===== config.mk =====
export PLATFORM = sky130hd
export DESIGN_NAME = cache_axi_bridge_flat
export DESIGN_NICKNAME = d
export VERILOG_FILES = /design/src/rtl/cache_axi_bridge_if.sv /design/src/rtl/cache_axi_bridge.sv /design/src/flat_wrapper.sv
export SDC_FILE = /design/constraint.sdc
export NUM_CORES = 1
export LEC_CHECK = 0
export BUFFER_PORTS_ARGS = -buffer_cell sky130_fd_sc_hd__buf_2
export CORE_AREA = 2 2 175 177
export DETAILED_ROUTE_END_ITERATION = 6
export DIE_AREA = 0 0 177 179
export GPL_ROUTABILITY_DRIVEN = 0
export SLEW_MARGIN = 20
export SYNTH_ARGS = -nofsm -noshare
export SYNTH_HDL_FRONTEND = slang
export SYNTH_SLANG_ARGS = --single-unit

===== constraint.sdc =====
create_clock -name clock -period 8 [get_ports clock]
set_clock_uncertainty 0.05 [all_clocks]
set_input_delay 0.8 -clock clock [delete_from_list [all_inputs] [get_ports clock]]
set_output_delay 0.8 -clock clock [all_outputs]
set_load 0.005 [all_outputs]

===== src/rtl/cache_axi_bridge_if.sv =====
// Bundles the icache/dcache request ports and the AXI4 master channels.
// Latency: none, signal container only.
// Backpressure: carried by the *_rdy, *ready and *valid signals it declares.
// Modports:
//   master - the bridge side. It takes cache requests and slave responses,
//            and drives the AXI requests, the cache readies and the return beats.
//   slave  - the environment side. It is the caches plus the AXI slave.
interface cache_axi_bridge_if #(
   parameter int LINE_WORDS = 4
);
   // icache read request
   logic                      i_rd_req;
   logic [2:0]                i_rd_type;
   logic [31:0]               i_rd_addr;
   logic                      i_rd_rdy;
   // dcache read request
   logic                      d_rd_req;
   logic [2:0]                d_rd_type;
   logic [31:0]               d_rd_addr;
   logic                      d_rd_rdy;
   // shared return beat
   logic                      i_ret_valid;
   logic                      d_ret_valid;
   logic                      ret_last;
   logic [31:0]               ret_data;
   // dcache write
   logic                      wr_req;
   logic [2:0]                wr_type;
   logic [31:0]               wr_addr;
   logic [3:0]                wr_wstrb;
   logic [32*LINE_WORDS-1:0]  wr_data;
   logic                      wr_rdy;
   // AXI AR
   logic [3:0]                arid;
   logic [31:0]               araddr;
   logic [7:0]                arlen;
   logic [2:0]                arsize;
   logic                      arvalid;
   logic                      arready;
   // AXI R
   logic [3:0]                rid;
   logic [31:0]               rdata;
   logic                      rlast;
   logic                      rvalid;
   logic                      rready;
   // AXI AW
   logic [31:0]               awaddr;
   logic [7:0]                awlen;
   logic [2:0]                awsize;
   logic                      awvalid;
   logic                      awready;
   // AXI W
   logic [31:0]               wdata;
   logic [3:0]                wstrb;
   logic                      wlast;
   logic                      wvalid;
   logic                      wready;
   // AXI B
   logic                      bvalid;
   logic                      bready;

   modport master (
      input  i_rd_req, i_rd_type, i_rd_addr,
      output i_rd_rdy,
      input  d_rd_req, d_rd_type, d_rd_addr,
      output d_rd_rdy,
      output i_ret_valid, d_ret_valid, ret_last, ret_data,
      input  wr_req, wr_type, wr_addr, wr_wstrb, wr_data,
      output wr_rdy,
      output arid, araddr, arlen, arsize, arvalid,
      input  arready,
      input  rid, rdata, rlast, rvalid,
      output rready,
      output awaddr, awlen, awsize, awvalid,
      input  awready,
      output wdata, wstrb, wlast, wvalid,
      input  wready,
      input  bvalid,
      output bready
   );

   modport slave (
      output i_rd_req, i_rd_type, i_rd_addr,
      input  i_rd_rdy,
      output d_rd_req, d_rd_type, d_rd_addr,
      input  d_rd_rdy,
      input  i_ret_valid, d_ret_valid, ret_last, ret_data,
      output wr_req, wr_type, wr_addr, wr_wstrb, wr_data,
      input  wr_rdy,
      input  arid, araddr, arlen, arsize, arvalid,
      output arready,
      output rid, rdata, rlast, rvalid,
      input  rready,
      input  awaddr, awlen, awsize, awvalid,
      output awready,
      input  wdata, wstrb, wlast, wvalid,
      output wready,
      output bvalid,
      input  bready
   );
endinterface


===== src/rtl/cache_axi_bridge.sv =====
// Arbitrates icache/dcache refill reads and dcache writebacks onto one AXI4 master.
// Latency: AR/AW/first W valid one cycle after capture; read return beats pass through combinationally.
// Backpressure: one outstanding read per cache and one write; *_rdy low while busy, AXI valids held until ready.
// Ports:
//   clock - the only clock.
//   reset - asynchronous, active-high.
//   bus   - the cache request/return ports and the AXI AR/R/AW/W/B channels (master modport).
module cache_axi_bridge #(
   parameter int LINE_WORDS = 4
) (
   input  logic                clock,
   input  logic                reset,
   cache_axi_bridge_if.master  bus
);

   localparam int         BW        = (LINE_WORDS > 1) ? $clog2(LINE_WORDS) : 1;
   localparam logic [2:0] TYPE_LINE = 3'b100;
   localparam logic [7:0] LINE_LEN  = 8'(LINE_WORDS - 1);

   localparam logic [0:0] AR_IDLE = 1'b0;
   localparam logic [0:0] AR_SEND = 1'b1;

   localparam logic [1:0] W_IDLE  = 2'd0;
   localparam logic [1:0] W_SEND  = 2'd1;
   localparam logic [1:0] W_RESP  = 2'd2;

   // Burst length for a request type: a full line or a single beat.
   function automatic logic [7:0] f_len(input logic [2:0] typ);
      return (typ == TYPE_LINE) ? LINE_LEN : 8'd0;
   endfunction

   // Beat size: line refills use whole words, sub-line accesses use their own width.
   function automatic logic [2:0] f_size(input logic [2:0] typ);
      return (typ == TYPE_LINE) ? 3'd2 : {1'b0, typ[1:0]};
   endfunction

   // ---------------------------------------------------------------- state
   logic [0:0]               r_ar_state;
   logic [1:0]               r_w_state;
   logic                     r_i_out;
   logic                     r_d_out;

   logic [3:0]               r_arid;
   logic [31:0]              r_araddr;
   logic [7:0]               r_arlen;
   logic [2:0]               r_arsize;

   logic [31:0]              r_awaddr;
   logic [7:0]               r_awlen;
   logic [2:0]               r_awsize;
   logic [3:0]               r_wstrb;
   logic [32*LINE_WORDS-1:0] r_wdata;
   logic                     r_aw_done;
   logic                     r_w_done;
   logic [BW-1:0]            r_beat;

   // ---------------------------------------------------------------- ready / accept
   logic w_ar_idle;
   logic w_w_idle;
   logic w_d_rd_rdy;
   logic w_i_rd_rdy;
   logic w_wr_rdy;
   logic w_d_acc;
   logic w_i_acc;
   logic w_wr_acc;

   assign w_ar_idle  = (r_ar_state == AR_IDLE);
   assign w_w_idle   = (r_w_state == W_IDLE);

   // The readies are forced low while reset is held, even though the state is already idle.
   assign w_d_rd_rdy = ~reset & w_ar_idle & ~r_d_out & w_w_idle;
   // The icache yields to a dcache request that is being taken in the same cycle.
   assign w_i_rd_rdy = ~reset & w_ar_idle & ~r_i_out & w_w_idle
                       & ~(bus.d_rd_req & w_d_rd_rdy);
   // A write waits for an outstanding dcache read so a refill never races its own writeback.
   assign w_wr_rdy   = ~reset & w_w_idle & ~r_d_out;

   assign w_d_acc    = bus.d_rd_req & w_d_rd_rdy;
   assign w_i_acc    = bus.i_rd_req & w_i_rd_rdy;
   assign w_wr_acc   = bus.wr_req & w_wr_rdy;

   // ---------------------------------------------------------------- read return
   logic w_r_end;
   logic w_i_done;
   logic w_d_done;

   assign w_r_end  = bus.rvalid & bus.rlast;
   assign w_i_done = w_r_end & (bus.rid == 4'd0);
   assign w_d_done = w_r_end & (bus.rid == 4'd1);

   // ---------------------------------------------------------------- read-address FSM
   always_ff @(posedge clock or posedge reset) begin
      if (reset) begin
         r_ar_state <= AR_IDLE;
         r_arid     <= 4'd0;
         r_araddr   <= 32'd0;
         r_arlen    <= 8'd0;
         r_arsize   <= 3'd0;
      end else if (r_ar_state == AR_IDLE) begin
         if (w_d_acc) begin
            r_ar_state <= AR_SEND;
            r_arid     <= 4'd1;
            r_araddr   <= bus.d_rd_addr;
            r_arlen    <= f_len(bus.d_rd_type);
            r_arsize   <= f_size(bus.d_rd_type);
         end else if (w_i_acc) begin
            r_ar_state <= AR_SEND;
            r_arid     <= 4'd0;
            r_araddr   <= bus.i_rd_addr;
            r_arlen    <= f_len(bus.i_rd_type);
            r_arsize   <= f_size(bus.i_rd_type);
         end
      end else begin
         if (bus.arready) begin
            r_ar_state <= AR_IDLE;
         end
      end
   end

   // A cache's outstanding flag lives from capture until the last beat carrying its ID.
   always_ff @(posedge clock or posedge reset) begin
      if (reset) begin
         r_i_out <= 1'b0;
         r_d_out <= 1'b0;
      end else begin
         if (w_i_acc) begin
            r_i_out <= 1'b1;
         end else if (w_i_done) begin
            r_i_out <= 1'b0;
         end
         if (w_d_acc) begin
            r_d_out <= 1'b1;
         end else if (w_d_done) begin
            r_d_out <= 1'b0;
         end
      end
   end

   // ---------------------------------------------------------------- write FSM
   logic w_aw_hs;
   logic w_w_hs;
   logic w_wlast;
   logic w_aw_fin;
   logic w_w_fin;

   assign w_aw_hs  = bus.awvalid & bus.awready;
   assign w_w_hs   = bus.wvalid & bus.wready;
   assign w_wlast  = (8'(r_beat) == r_awlen);
   // Either channel may finish first; each counts as done on its handshake or after it.
   assign w_aw_fin = r_aw_done | w_aw_hs;
   assign w_w_fin  = r_w_done | (w_w_hs & w_wlast);

   always_ff @(posedge clock or posedge reset) begin
      if (reset) begin
         r_w_state <= W_IDLE;
         r_awaddr  <= 32'd0;
         r_awlen   <= 8'd0;
         r_awsize  <= 3'd0;
         r_wstrb   <= 4'd0;
         r_wdata   <= '0;
         r_aw_done <= 1'b0;
         r_w_done  <= 1'b0;
         r_beat    <= '0;
      end else begin
         case (r_w_state)
            W_IDLE: begin
               if (w_wr_acc) begin
                  r_w_state <= W_SEND;
                  r_awaddr  <= bus.wr_addr;
                  r_awlen   <= f_len(bus.wr_type);
                  r_awsize  <= f_size(bus.wr_type);
                  r_wstrb   <= (bus.wr_type == TYPE_LINE) ? 4'hF : bus.wr_wstrb;
                  r_wdata   <= bus.wr_data;
                  r_aw_done <= 1'b0;
                  r_w_done  <= 1'b0;
                  r_beat    <= '0;
               end
            end
            W_SEND: begin
               if (w_aw_hs) begin
                  r_aw_done <= 1'b1;
               end
               if (w_w_hs) begin
                  if (w_wlast) begin
                     r_w_done <= 1'b1;
                  end else begin
                     r_beat <= r_beat + 1'b1;
                  end
               end
               if (w_aw_fin && w_w_fin) begin
                  r_w_state <= W_RESP;
               end
            end
            W_RESP: begin
               if (bus.bvalid) begin
                  r_w_state <= W_IDLE;
                  r_beat    <= '0;
               end
            end
            default: begin
               r_w_state <= W_IDLE;
            end
         endcase
      end
   end

   // Beat k of a line is word k of the captured data; single-beat writes use word 0.
   logic [31:0] w_beats [LINE_WORDS];

   for (genvar g = 0; g < LINE_WORDS; g++) begin : g_beat
      assign w_beats[g] = r_wdata[32*g +: 32];
   end

   // ---------------------------------------------------------------- outputs
   assign bus.d_rd_rdy    = w_d_rd_rdy;
   assign bus.i_rd_rdy    = w_i_rd_rdy;
   assign bus.wr_rdy      = w_wr_rdy;

   assign bus.arid        = r_arid;
   assign bus.araddr      = r_araddr;
   assign bus.arlen       = r_arlen;
   assign bus.arsize      = r_arsize;
   assign bus.arvalid     = (r_ar_state == AR_SEND);

   // Return beats are steered by ID with no added latency; reset suppresses them.
   assign bus.rready      = 1'b1;
   assign bus.ret_data    = reset ? 32'd0 : bus.rdata;
   assign bus.ret_last    = ~reset & bus.rlast;
   assign bus.i_ret_valid = ~reset & bus.rvalid & (bus.rid == 4'd0);
   assign bus.d_ret_valid = ~reset & bus.rvalid & (bus.rid == 4'd1);

   assign bus.awaddr      = r_awaddr;
   assign bus.awlen       = r_awlen;
   assign bus.awsize      = r_awsize;
   assign bus.awvalid     = (r_w_state == W_SEND) & ~r_aw_done;

   assign bus.wdata       = w_beats[r_beat];
   assign bus.wstrb       = r_wstrb;
   assign bus.wlast       = w_wlast;
   assign bus.wvalid      = (r_w_state == W_SEND) & ~r_w_done;

   assign bus.bready      = (r_w_state == W_RESP);

endmodule


===== src/flat_wrapper.sv =====
// flat-port wrapper written by rule: the top's interface ports become plain ports
module cache_axi_bridge_flat 
#(
   parameter int LINE_WORDS = 4
)
  (clock, reset, bus_i_rd_req, bus_i_rd_type, bus_i_rd_addr, bus_i_rd_rdy, bus_d_rd_req, bus_d_rd_type, bus_d_rd_addr, bus_d_rd_rdy, bus_i_ret_valid, bus_d_ret_valid, bus_ret_last, bus_ret_data, bus_wr_req, bus_wr_type, bus_wr_addr, bus_wr_wstrb, bus_wr_data, bus_wr_rdy, bus_arid, bus_araddr, bus_arlen, bus_arsize, bus_arvalid, bus_arready, bus_rid, bus_rdata, bus_rlast, bus_rvalid, bus_rready, bus_awaddr, bus_awlen, bus_awsize, bus_awvalid, bus_awready, bus_wdata, bus_wstrb, bus_wlast, bus_wvalid, bus_wready, bus_bvalid, bus_bready);
  cache_axi_bridge_if #(.LINE_WORDS(LINE_WORDS)) bus_i ();
  input  logic clock;
  input  logic reset;
  input wire logic [$bits(bus_i.i_rd_req)-1:0] bus_i_rd_req;
  input wire logic [$bits(bus_i.i_rd_type)-1:0] bus_i_rd_type;
  input wire logic [$bits(bus_i.i_rd_addr)-1:0] bus_i_rd_addr;
  output wire logic [$bits(bus_i.i_rd_rdy)-1:0] bus_i_rd_rdy;
  input wire logic [$bits(bus_i.d_rd_req)-1:0] bus_d_rd_req;
  input wire logic [$bits(bus_i.d_rd_type)-1:0] bus_d_rd_type;
  input wire logic [$bits(bus_i.d_rd_addr)-1:0] bus_d_rd_addr;
  output wire logic [$bits(bus_i.d_rd_rdy)-1:0] bus_d_rd_rdy;
  output wire logic [$bits(bus_i.i_ret_valid)-1:0] bus_i_ret_valid;
  output wire logic [$bits(bus_i.d_ret_valid)-1:0] bus_d_ret_valid;
  output wire logic [$bits(bus_i.ret_last)-1:0] bus_ret_last;
  output wire logic [$bits(bus_i.ret_data)-1:0] bus_ret_data;
  input wire logic [$bits(bus_i.wr_req)-1:0] bus_wr_req;
  input wire logic [$bits(bus_i.wr_type)-1:0] bus_wr_type;
  input wire logic [$bits(bus_i.wr_addr)-1:0] bus_wr_addr;
  input wire logic [$bits(bus_i.wr_wstrb)-1:0] bus_wr_wstrb;
  input wire logic [$bits(bus_i.wr_data)-1:0] bus_wr_data;
  output wire logic [$bits(bus_i.wr_rdy)-1:0] bus_wr_rdy;
  output wire logic [$bits(bus_i.arid)-1:0] bus_arid;
  output wire logic [$bits(bus_i.araddr)-1:0] bus_araddr;
  output wire logic [$bits(bus_i.arlen)-1:0] bus_arlen;
  output wire logic [$bits(bus_i.arsize)-1:0] bus_arsize;
  output wire logic [$bits(bus_i.arvalid)-1:0] bus_arvalid;
  input wire logic [$bits(bus_i.arready)-1:0] bus_arready;
  input wire logic [$bits(bus_i.rid)-1:0] bus_rid;
  input wire logic [$bits(bus_i.rdata)-1:0] bus_rdata;
  input wire logic [$bits(bus_i.rlast)-1:0] bus_rlast;
  input wire logic [$bits(bus_i.rvalid)-1:0] bus_rvalid;
  output wire logic [$bits(bus_i.rready)-1:0] bus_rready;
  output wire logic [$bits(bus_i.awaddr)-1:0] bus_awaddr;
  output wire logic [$bits(bus_i.awlen)-1:0] bus_awlen;
  output wire logic [$bits(bus_i.awsize)-1:0] bus_awsize;
  output wire logic [$bits(bus_i.awvalid)-1:0] bus_awvalid;
  input wire logic [$bits(bus_i.awready)-1:0] bus_awready;
  output wire logic [$bits(bus_i.wdata)-1:0] bus_wdata;
  output wire logic [$bits(bus_i.wstrb)-1:0] bus_wstrb;
  output wire logic [$bits(bus_i.wlast)-1:0] bus_wlast;
  output wire logic [$bits(bus_i.wvalid)-1:0] bus_wvalid;
  input wire logic [$bits(bus_i.wready)-1:0] bus_wready;
  input wire logic [$bits(bus_i.bvalid)-1:0] bus_bvalid;
  output wire logic [$bits(bus_i.bready)-1:0] bus_bready;
  assign bus_i.i_rd_req = bus_i_rd_req;
  assign bus_i.i_rd_type = bus_i_rd_type;
  assign bus_i.i_rd_addr = bus_i_rd_addr;
  assign bus_i_rd_rdy = bus_i.i_rd_rdy;
  assign bus_i.d_rd_req = bus_d_rd_req;
  assign bus_i.d_rd_type = bus_d_rd_type;
  assign bus_i.d_rd_addr = bus_d_rd_addr;
  assign bus_d_rd_rdy = bus_i.d_rd_rdy;
  assign bus_i_ret_valid = bus_i.i_ret_valid;
  assign bus_d_ret_valid = bus_i.d_ret_valid;
  assign bus_ret_last = bus_i.ret_last;
  assign bus_ret_data = bus_i.ret_data;
  assign bus_i.wr_req = bus_wr_req;
  assign bus_i.wr_type = bus_wr_type;
  assign bus_i.wr_addr = bus_wr_addr;
  assign bus_i.wr_wstrb = bus_wr_wstrb;
  assign bus_i.wr_data = bus_wr_data;
  assign bus_wr_rdy = bus_i.wr_rdy;
  assign bus_arid = bus_i.arid;
  assign bus_araddr = bus_i.araddr;
  assign bus_arlen = bus_i.arlen;
  assign bus_arsize = bus_i.arsize;
  assign bus_arvalid = bus_i.arvalid;
  assign bus_i.arready = bus_arready;
  assign bus_i.rid = bus_rid;
  assign bus_i.rdata = bus_rdata;
  assign bus_i.rlast = bus_rlast;
  assign bus_i.rvalid = bus_rvalid;
  assign bus_rready = bus_i.rready;
  assign bus_awaddr = bus_i.awaddr;
  assign bus_awlen = bus_i.awlen;
  assign bus_awsize = bus_i.awsize;
  assign bus_awvalid = bus_i.awvalid;
  assign bus_i.awready = bus_awready;
  assign bus_wdata = bus_i.wdata;
  assign bus_wstrb = bus_i.wstrb;
  assign bus_wlast = bus_i.wlast;
  assign bus_wvalid = bus_i.wvalid;
  assign bus_i.wready = bus_wready;
  assign bus_i.bvalid = bus_bvalid;
  assign bus_bready = bus_i.bready;
  cache_axi_bridge #(.LINE_WORDS(LINE_WORDS)) u_core (.clock(clock), .reset(reset), .bus(bus_i));
endmodule

==> flow_summary.json <==
{
  "vias": 6966,
  "ys.flop_type": "dfrtp_1",
  "core_area_mm2": 0.0300,
  "cp.required_ps": 7150,
  "grt_antenna_before_repair": 3,
  "holdCritStartpoint": "u_core.bus.arid[0]$_DFFE_PP0P_",
  "post_cts_buffers": 0,
  "syn2layout_area_growth_pct": 32.7,
  "fin_util_pct": 43.0,
  "post_route_cells_drive_above_1_share_pct": 50.8,
  "hp-class": "register to register",
  "grt_pass1_wl_mm": 38.8,
  "syn_area_per_cell_um2": 14.1,
  "drt_pass1_iterations": 4,
  "holdPathStages": 2,
  "synth-async-reset-ratio_pct": 100,
  "place_inst": 1479,
  "power_frac_seq_pct": 42.9,
  "vdd_drop_max_mv": 0.181,
  "postCtsResizedCells": 0,
  "finalNonFillerCells": 1528,
  "portBuffers": 435,
  "grt_pass1_vias": 6987,
  "switching_share_pct": 29.3,
  "worst_slack_ps": 4630,
  "synth-edff-count": 0,
  "finalCritPeriodShare_pct": 42.1,
  "wl_per_cell_um": 17.0,
  "rows": 64,
  "syn_inst": 690,
  "fin_tns_setup_ps": 0,
  "crit_start": "u_core.r_beat[0]$_DFFE_PP0P_",
  "root_buffer": "clkbuf_16",
  "dieArea_mm2": 0.0317,
  "r2r_slack_ps": 5030,
  "reg2regPathDepth": 4,
  "grt_start_max_net_pins": 106,
  "min_period_ps": 3370,
  "path_class": "register to output port",
  "critical_path_arrival_ps": 2520,
  "setup_viol": 0,
  "clock_path_buffers": 3,
  "p_total_mw": 4.46,
  "tightest_slew_ps": 1100,
  "p_leak_nw": 6.56,
  "postRouteAntennaNets": 0,
  "pin_count": 454,
  "track_usage_pct": 15.5,
  "path_clk_slew_ps": 60,
  "critPathMaxFanout": 21,
  "nNetsFinal": 1395,
  "yosysWarnings": 0,
  "cts-hold-fix-buffers": 0,
  "syn_area_mm2": 0.00973,
  "max_slew_margin_pct": 26.9,
  "cts-htree-levels": 1,
  "crit_path_end_kind": "output port",
  "status": "finished clean",
  "die_w_um": 177,
  "switchingPower_mw": 1.31,
  "min_to": "u_core.bus.arid[0]$_DFFE_PP0P_",
  "routed_wl_mm": 26.0,
  "die_h_um": 179,
  "fmax_mhz": 297,
  "rsz0062_at_grt": "no",
  "slew_violations": 0,
  "p_per_area_mw_per_mm2": 345,
  "drtIter0Drc": 278,
  "internal-power_mw": 3.15,
  "numCtsBuffers": 25,
  "start_util_pct": 32.4,
  "topRoutingLayerUsed": "met4",
  "ys_seq_area_share_pct": 54.5,
  "wl_met2_mm": 12.5,
  "dp_slack_ps": 4240,
  "drv_cap": 0,
  "rr_endpoint": "u_core.r_wdata[25]$_DFFE_PP0P_",
  "vias_per_cell": 4.56,
  "met1Wirelength_mm": 10.9,
  "clock_sinks": 212,
  "ys_types": 38,
  "remaining_drc_errors": 0,
  "p_clk_share_pct": 24.9,
  "wl_met3_mm": 1.98,
  "yosys_register_bits": 212,
  "cts_tree": "built",
  "finalHoldViolCount": 0,
  "comb_power_share_pct": 32.2,
  "dp_hpwl_mm": 18.6,
  "grt_overflow": 0,
  "worstSkewPairLatency_ps": 510,
  "start_kind": "register",
  "r2r-start": "u_core.r_w_state[0]$_DFFE_PP0P_"
}
kinds of logic after synthesis:
logic type      after synthesis  share of synthesized area, %
compound gates               60                          3.46
buf+inv                      70                          4.98
flops                       212                          54.5
mux                         227                          30.7
other cells                   2                        0.0772
simple gates                119                          6.23
how the worst max path moves through the flow:
stage                                  endpoint  slack [ps]
2_1_floorplan  u_core.bus.araddr[0]$_DFFE_PP0P_        1130
3_3_place_gp    u_core.r_wdata[126]$_DFFE_PP0P_        4270
3_5_place_dp    u_core.r_wdata[114]$_DFFE_PP0P_        4240
4_1_cts                            bus_wdata[1]        4480
5_1_grt                            bus_wdata[3]        4420
6_report                           bus_wdata[3]        4630
power groups by stage:
stage,Sequential (mW),Clock [mW],Combinational (mW)
final,1.91,1.11,1.43
after global routing,1.98,1.19,1.59
after CTS,1.92,1.15,1.46
after detailed placement,1.93,0,1.46
after global placement,1.91,0,1.43
after floorplan,1.85,0,0.938
through the flow:
stage	hold slack (ps)	instance area (µm²)
finish	425	12900
global route	425	12900
CTS	419	12900
detailed placement	412	12100
global placement	409	12100
floorplan	404	9790
cell usage after synthesis, types with 2 or more instances:
master    count  area share (%)
dfrtp_1     212              55
mux2_1      106              12
nor2_1       44             1.7
nor2b_1      40             2.6
a21oi_1      38             2.0
mux2i_1      34             3.5
mux4_2       32             7.4
mux2_4       30             4.6
mux2_2       25             2.9
buf_4        22             1.7
nand2_1      19            0.73
buf_6        17             2.0
clkbuf_1     13            0.50
buf_2         9            0.46
o21ai_0       9            0.46
inv_1         6            0.23
a31oi_1       4            0.26
nand3_1       4            0.21
buf_1         3            0.12
a22o_1        2            0.18
conb_1        2           0.077
nand2b_1      2            0.13
nor3_1        2            0.10
state kept, by name (all words and copies together) (netlist names):
name / flops
u_core.bus.awlen: 1
u_core.r_wdata: 128
u_core.bus.arsize: 2
u_core.r_aw_done: 1
u_core.r_beat: 2
u_core.r_i_out: 1
u_core.bus.arlen: 1
u_core.bus.awsize: 2
u_core.bus.wstrb: 4
u_core.r_w_done: 1
u_core.bus.awaddr: 32
u_core.r_d_out: 1
u_core.r_w_state: 2
u_core.bus.arvalid: 1
u_core.bus.arid: 1
u_core.bus.araddr: 32
cell type report:
class	instances	area, µm²
Antenna cell	5	12.5
Clock buffer	36	707
Clock inverter	7	88.8
Fill cell	2856	17100
Inverter	6	30.0
Multi-Input combinational cell	424	4020
Sequential cell	212	5310
Tap cell	396	495
Timing Repair Buffer	442	2250
placed cells by master, fill, tap and decap left out, types with 3 or more instances in the layout:
master and count:
buf_2 435, dfrtp_1 210, mux2_1 106, nor2_1 44
nor2b_1 40, a21oi_1 38, mux2i_1 34, mux4_2 32
mux2_4 30, mux2_2 25, clkbuf_16 25, nand2_1 19
conb_1 18, o21ai_0 9, clkbuf_1 7, buf_4 6
diode_2 5, inv_1 5, a31oi_1 4, clkinv_2 4
clkbuf_8 4, nand3_1 3
critical path: stages, from the launching register on:
cell,delay [ps]
dfrtp_2,800
buf_4,480
mux4_2,560
buf_2,160
layer usage:
metal	vias up	global-route usage (%)
met5	-	0
met4	0	4.44
met1	3434	20.4
met2	245	25.2
li1	3250	-
met3	37	4.01
Note: power is estimated with default switching activity, not from simulation.
